`config.mk`:
```
export PLATFORM = sky130hd
export DESIGN_NAME = core_run_ctrl
export DESIGN_NICKNAME = d
export VERILOG_FILES = /design/src/rtl/core_run_ctrl.sv
export SDC_FILE = /design/constraint.sdc
export NUM_CORES = 1
export LEC_CHECK = 0
export BUFFER_PORTS_ARGS = -buffer_cell sky130_fd_sc_hd__buf_2
export CORE_MARGIN = 1.5
export CORE_UTILIZATION = 50
export CTS_CLUSTER_DIAMETER = 200
export DETAILED_ROUTE_END_ITERATION = 10
export GPL_TIMING_DRIVEN = 0
export PLACE_DENSITY = 0.94
export SETUP_SLACK_MARGIN = 0.05
export SLEW_MARGIN = 10
export SYNTH_ARGS = -nofsm -noshare
export SYNTH_HDL_FRONTEND = slang
export SYNTH_SLANG_ARGS = --single-unit
```
`constraint.sdc`:
```
create_clock -name clk -period 5 [get_ports clk]
set_input_delay 0 -clock clk [delete_from_list [all_inputs] [get_ports clk]]
set_output_delay 0 -clock clk [all_outputs]
set_load 0.02 [all_outputs]
```
`src/rtl/core_run_ctrl.sv`:
```
// core_run_ctrl: boot and run sequencer for the single-cycle RISC-V core.
// Streams a program into instruction memory while the core is held in
// reset, releases the core, and stops it again on ECALL/EBREAK.
// Optional feature macro: CYCLE_LIMIT_EN adds a MAX_CYCLES run budget that
// forces a halt with timeout=1. Without it timeout is 0 and cycle_cnt wraps.

module core_run_ctrl #(
   parameter int ADDR_W     = 8,
   parameter int MAX_CYCLES = 1024
) (
   input  logic              clk,
   input  logic              rst,
   input  logic              start,
   input  logic              ld_valid,
   input  logic [31:0]       ld_data,
   input  logic              ld_last,
   output logic              ld_ready,
   output logic              imem_we,
   output logic [ADDR_W-1:0] imem_addr,
   output logic [31:0]       imem_wdata,
   output logic              core_rst_n,
   input  logic [31:0]       core_instr,
   output logic              busy,
   output logic              done,
   output logic              timeout,
   output logic [31:0]       cycle_cnt,
   output logic [ADDR_W:0]   words_loaded
);

   typedef enum logic [2:0] {
      S_IDLE,
      S_LOAD,
      S_ARM,
      S_RUN,
      S_HALT
   } state_t;

   localparam logic [31:0]       INSTR_ECALL  = 32'h0000_0073;
   localparam logic [31:0]       INSTR_EBREAK = 32'h0010_0073;
   localparam logic [ADDR_W-1:0] PTR_LAST     = {ADDR_W{1'b1}};
   localparam logic [31:0]       BUDGET_LAST  = 32'(MAX_CYCLES - 1);

`ifdef CYCLE_LIMIT_EN
   localparam bit LIMIT_EN = 1'b1;
`else
   localparam bit LIMIT_EN = 1'b0;
`endif

   state_t            state_q, state_d;
   logic [ADDR_W-1:0] ptr_q, ptr_d;
   logic [ADDR_W:0]   words_q, words_d;
   logic [31:0]       cycle_q, cycle_d;
   logic              timeout_q, timeout_d;
   logic              ld_ready_q, ld_ready_d;
   logic              core_rst_n_q, core_rst_n_d;
   logic              busy_q, busy_d;
   logic              done_q, done_d;

   logic handshake;
   logic halt_instr;
   logic budget_hit;

   // Write port is combinational so a word lands in memory in its handshake cycle.
   always_comb begin
      handshake  = (state_q == S_LOAD) && ld_valid;
      halt_instr = (core_instr == INSTR_ECALL) || (core_instr == INSTR_EBREAK);
      budget_hit = LIMIT_EN && (cycle_q == BUDGET_LAST);
      imem_we    = handshake;
      imem_addr  = ptr_q;
      imem_wdata = ld_data;
   end

   // Next-state logic; status outputs are derived from the next state so they are registered.
   always_comb begin
      state_d   = state_q;
      ptr_d     = ptr_q;
      words_d   = words_q;
      cycle_d   = cycle_q;
      timeout_d = timeout_q;
      case (state_q)
         S_IDLE, S_HALT: begin
            if (start) begin
               state_d   = S_LOAD;
               ptr_d     = '0;
               words_d   = '0;
               cycle_d   = '0;
               timeout_d = 1'b0;
            end
         end
         S_LOAD: begin
            if (handshake) begin
               words_d = words_q + {{ADDR_W{1'b0}}, 1'b1};
               if (ptr_q != PTR_LAST) begin
                  ptr_d = ptr_q + {{(ADDR_W-1){1'b0}}, 1'b1};
               end
               if (ld_last || (ptr_q == PTR_LAST)) begin
                  state_d = S_ARM;
               end
            end
         end
         S_ARM: begin
            cycle_d = '0;
            state_d = S_RUN;
         end
         S_RUN: begin
            cycle_d = cycle_q + 32'd1;
            if (halt_instr) begin
               state_d = S_HALT;
            end else if (budget_hit) begin
               state_d   = S_HALT;
               timeout_d = 1'b1;
            end
         end
         default: begin
            state_d = S_IDLE;
         end
      endcase
      ld_ready_d   = (state_d == S_LOAD);
      core_rst_n_d = (state_d == S_RUN);
      busy_d       = (state_d == S_LOAD) || (state_d == S_ARM) || (state_d == S_RUN);
      done_d       = (state_d == S_HALT);
   end

   // Sequencer state and registered outputs with synchronous reset.
   always_ff @(posedge clk) begin
      if (rst) begin
         state_q      <= S_IDLE;
         ptr_q        <= '0;
         words_q      <= '0;
         cycle_q      <= '0;
         timeout_q    <= 1'b0;
         ld_ready_q   <= 1'b0;
         core_rst_n_q <= 1'b0;
         busy_q       <= 1'b0;
         done_q       <= 1'b0;
      end else begin
         state_q      <= state_d;
         ptr_q        <= ptr_d;
         words_q      <= words_d;
         cycle_q      <= cycle_d;
         timeout_q    <= timeout_d;
         ld_ready_q   <= ld_ready_d;
         core_rst_n_q <= core_rst_n_d;
         busy_q       <= busy_d;
         done_q       <= done_d;
      end
   end

   assign ld_ready     = ld_ready_q;
   assign core_rst_n   = core_rst_n_q;
   assign busy         = busy_q;
   assign done         = done_q;
   assign timeout      = timeout_q;
   assign cycle_cnt    = cycle_q;
   assign words_loaded = words_q;

endmodule
```
### After elaboration in Yosys (flattened, before gate mapping)

Cells that the tools add are included.

* register bits after elaboration: 56
* logic and storage cells: 52
* input bits: 69
* output and inout bits: 87

* reduce and logical (&&, ||, !) cells: 12
* eq/ne operators: 15
* muxes and demuxes: 14
* $add $sub $neg: 3

Operators with widths (number)
* 32-bit one-hot mux with 3 select lines: 1
* 32-bit by 1-bit adder with 32-bit output, second input constant: 1
* 32-bit by 21-bit == test with 1-bit output, second input constant: 1
* 32-bit by 7-bit == test with 1-bit output, second input constant: 1
* 32-bit 2-to-1 mux: 1
* 8-bit 2-to-1 mux: 3
* 9-bit 2-to-1 mux: 2
* 9-bit one-hot mux with 2 select lines: 1
* 8-bit one-hot mux with 2 select lines: 1
* 3-bit by 2-bit == test with 1-bit output, second input constant: 4
* 3-bit 2-to-1 mux: 4
* 3-bit one-hot mux with 4 select lines: 1
* 9-bit by 1-bit adder with 9-bit output, second input constant: 1
* 8-bit by 1-bit adder with 8-bit output, second input constant: 1
* 8-bit == test, second input constant: 1
* 8-bit != test, second input constant: 1
* 3-bit by 1-bit == test with 1-bit output, second input constant: 2
* 3-bit == test, second input constant: 2
* 1-bit logical OR: 4
* 2-bit != test, second input constant: 2
* 4-bit AND reduction: 1
* 3-bit logical NOT: 1
* 3-bit AND reduction: 1
* 3-bit nonzero test: 1
* other kinds (5): 5

### Longest topological paths before layout

* depth in word-level cells: 8
* gate-level depth with buffers: 7
* mapped depth without buffers: 5

### Worst setup path before layout

Ideal clock, no wire load.

* kind: register to register
* from: register cycle_q[7] (netlist: cycle_cnt[7])
* to: register cycle_q[24] (netlist: cycle_cnt[24])
* data arrival time: 1711 ps
* path buffers: 1
* setup time: 70 ps
* setup slack: 3219 ps
* data required time: 4930 ps
* period minus slack after synthesis: 1781 ps
* cell stages (with the launch flop): 6
* path through: dfxtp_1 and4_2 nand4_4 buf_6 or4_1 a21oi_1

* longest elaborated chain between the ends: 2

RTL lines
* start, declared: line 52 `logic [31:0] cycle_q, cycle_d;`
* start signal, assigned: line 140 `cycle_q <= cycle_d;`
* 32-bit by 1-bit adder with 32-bit output: line 106 `cycle_d = cycle_q + 32'd1;`
* 32-bit one-hot mux with 3 select lines: line 80 `case (state_q)`

Every way passes these cells.
A chain may end at the register's enable or synchronous reset.

### Worst setup path after layout

* from: register state_q[1]
* to: register cycle_q[9] (netlist: cycle_cnt[9])

* longest elaborated chain between the ends: 4
* elaborated cells on any way between the ends: 9
* classes of those cells: eq/ne (4); mux (1); reduce/logical (4)

RTL lines
* start, declared: line 49 `state_t state_q, state_d;`
* start signal, assigned: line 137 `state_q <= state_d;`
* 3-bit == test or 3-bit logical NOT (tied branches): line 80
* 2-bit OR reduction: line 80
* 2-bit != test (no line) or 3-bit nonzero test (tied branches)
* 2-bit AND reduction (no line)

Parallel ways exist; a longest one is shown, timed or not.

==> impl_metrics.ini <==
[outcome]
outcome = finished clean

[place]
portBuffers = 120
hpwl_mm = 5.988
gp_congestion = 0.8449

[synth]
yosysWarnings = 0
syn_inst = 367
ys.flop_type = dfxtp_1
synth-seq-cells = 56
synth_edf_count = 0
synth_common_cells = dfxtp_1 (56), buf_4 (35), a21oi_1 (32)
avgSynthCellArea_um2 = 8.510
ys_seq_area_share_pct = 35.90
synthesis.area_mm2 = 0.003123
synthDistinctLibCells = 55
async_reset_ff_share_pct = 0
synth_top_area_share_pct = 35.90
yosysTopAreaCell = dfxtp_1
yosys-top-cells-area = dfxtp_1 (36%), buf_4 (8.4%), a21oi_1 (5.1%), or4_1 (3.6%), o31ai_1 (3.1%)
synth_nets = 439
yosys.cell_count.top_type = dfxtp_1

[global_routing]
use_met1_pct = 27.69
grt_pass1_wl_mm = 12.30
grt_usage_pct = 23.18
grt.busiest_layer = met2
grt.met3_usage_pct = 3.111
antenna_found_initial = 0
grt_pass1_vias = 2842
grt_overflow = 0
met2_usage_pct = 42.13
grt_max_degree = 17

[critical_path]
crit_arrival_ns = 2.19
critPathRequiredTime_ns = 5.25
criticalPathCategory = reg -> reg
cp_max_fo = 10
worstSetupStartpointType = flip-flop
cp-end-kind = flip-flop

[sta]
setup_viol = 0
fin_hold_ws_ns = 0.05156
rsz0062_at_grt = false
tns_ns = 0
finalHoldViolCount = 0
max_freq_ghz = 0.5148
worstMarginPinSlew_ns = 0.5197
report.final.slew_viol_count = 0
finalCriticalPeriod_ns = 1.943
skew_ns = 0.007469
max-slew-margin-rel_pct = 64.46
min_period_over_period_pct = 38.85

[cells_and_area]
seq_area_mm2 = 0.001121
syn2layout_area_growth_pct = 25.20
fillerInstances = 510
multi_input_area_mm2 = 0.001640
fin_util_pct = 65.27
antennaDiodeCount = 0
nNetsFinal = 566
layout-drive-gt1-share_pct = 36.36

[drt]
vias = 3223
drt_first_iter_violations = 160
drcViolationCount = 0
wl_mm = 7.849
final_antenna_net_count = 0
wire_per_inst_um = 13.77
first_pass_iters = 4
avgViaCountPerCell = 5.654

[floorplan]
core_mm2 = 0.005991
initial_utilization_pct = 52.13
die_h_um = 82.03
num_rows = 28
die_w_um = 82.03
design.die.area_mm2 = 0.006729
io_pins = 156

[flow_run]
maxCapViolations = 0

[clock_tree]
htreeDepth = 2
cts_tree = built
cts.clk_slew.worst_paths_ns = 0.09
clk_latency_ns = 0.32
clock_path_buffers = 2
cts_setup_buffers = 0
cts_root_buf = clkbuf_8
cts_resized = 0
clock-sinks = 56
cts_hold_buf = 0
cts_buffers = 5

[pwr]
vdd_ir_drop_max_mv = 0.1416
p_leak_nw = 1.669
power.density_mw_per_mm2 = 216.8

[hold_path]
hold_path_class = in -> reg
through the flow:
step           cell area (um^2)  worst slack (ns)  power (W)  std cells
2_1_floorplan              3123             3.219  0.0005575        367
3_3_place_gp               3817             3.135  0.0005991        562
3_5_place_dp               3817             3.074  0.0006007        562
4_1_cts                    3910             3.057  0.0008531        570
5_1_grt                    3910             2.942  0.0008861        570
6_report                   3910             3.057  0.0008478        570
registers in the layout, summed over array words and instances, names as in the netlist:
name,cells
cycle_cnt,32
words_loaded,9
imem_addr,8
state_q,3
busy,1
core_rst_n,1
done,1
ld_ready,1
where the power goes:
group          internal [W]  total (W)  switching [W]
Combinational     0.0000570   0.000135      0.0000779
Sequential         0.000451   0.000455     0.00000394
Clock              0.000111   0.000258       0.000147
Total              0.000619   0.000848       0.000228
critical path: stages, from the launching register on:
cell,delay [ns]
dfxtp_1,0.31
buf_2,0.18
nor3b_4,0.37
o21ai_2,0.19
clkbuf_1,0.30
or3_1,0.37
a21oi_1,0.15
logic make-up after synthesis:
family	Yosys count	share of synthesized area, %
flops	56	35.90
xor+xnor	11	3.085
fa+ha+maj	3	1.202
simple gates	141	27.44
buf+inv	57	11.58
mux	4	1.282
compound gates	94	19.39
other cells	1	0.1201
layer usage:
| layer | vias up | routed length, um |
|---|---|---|
| met2 | 120 | 3992 |
| met5 | - | 0 |
| met4 | 0 | 96 |
| li1 | 1598 | - |
| met1 | 1495 | 3326 |
| met3 | 10 | 433 |
cell usage in the layout, fill, tap and decap left out, types with 14 or more instances in the layout:
cell type	n
a21oi_1	32
buf_2	126
buf_4	35
dfxtp_1	56
nand2_1	21
nand3_1	14
nand4_1	15
nor2_1	16
o21ai_0	16
or4_1	15
layout make-up:
cell class	count	area share, %
Tap cell	75	2.400
Inverter	6	0.5760
Clock buffer	6	2.112
Buffer	51	8.672
Clock inverter	2	0.2560
Sequential cell	56	28.67
Multi-Input combinational cell	254	41.95
Timing Repair Buffer	120	15.36
worst paths after layout:
| check | start | end | slack [ns] | cells past startpoint |
|---|---|---|---|---|
| max | state_q[1] | cycle_cnt[9] | 3.06 | 6 |
| min | rst | words_loaded[1] | 0.05 | 2 |
| max reg2reg | state_q[1] | cycle_cnt[9] | 3.06 | 6 |
| min reg2reg | cycle_cnt[31] | cycle_cnt[31] | 0.49 | 2 |
(Power assumes the default switching activity.)
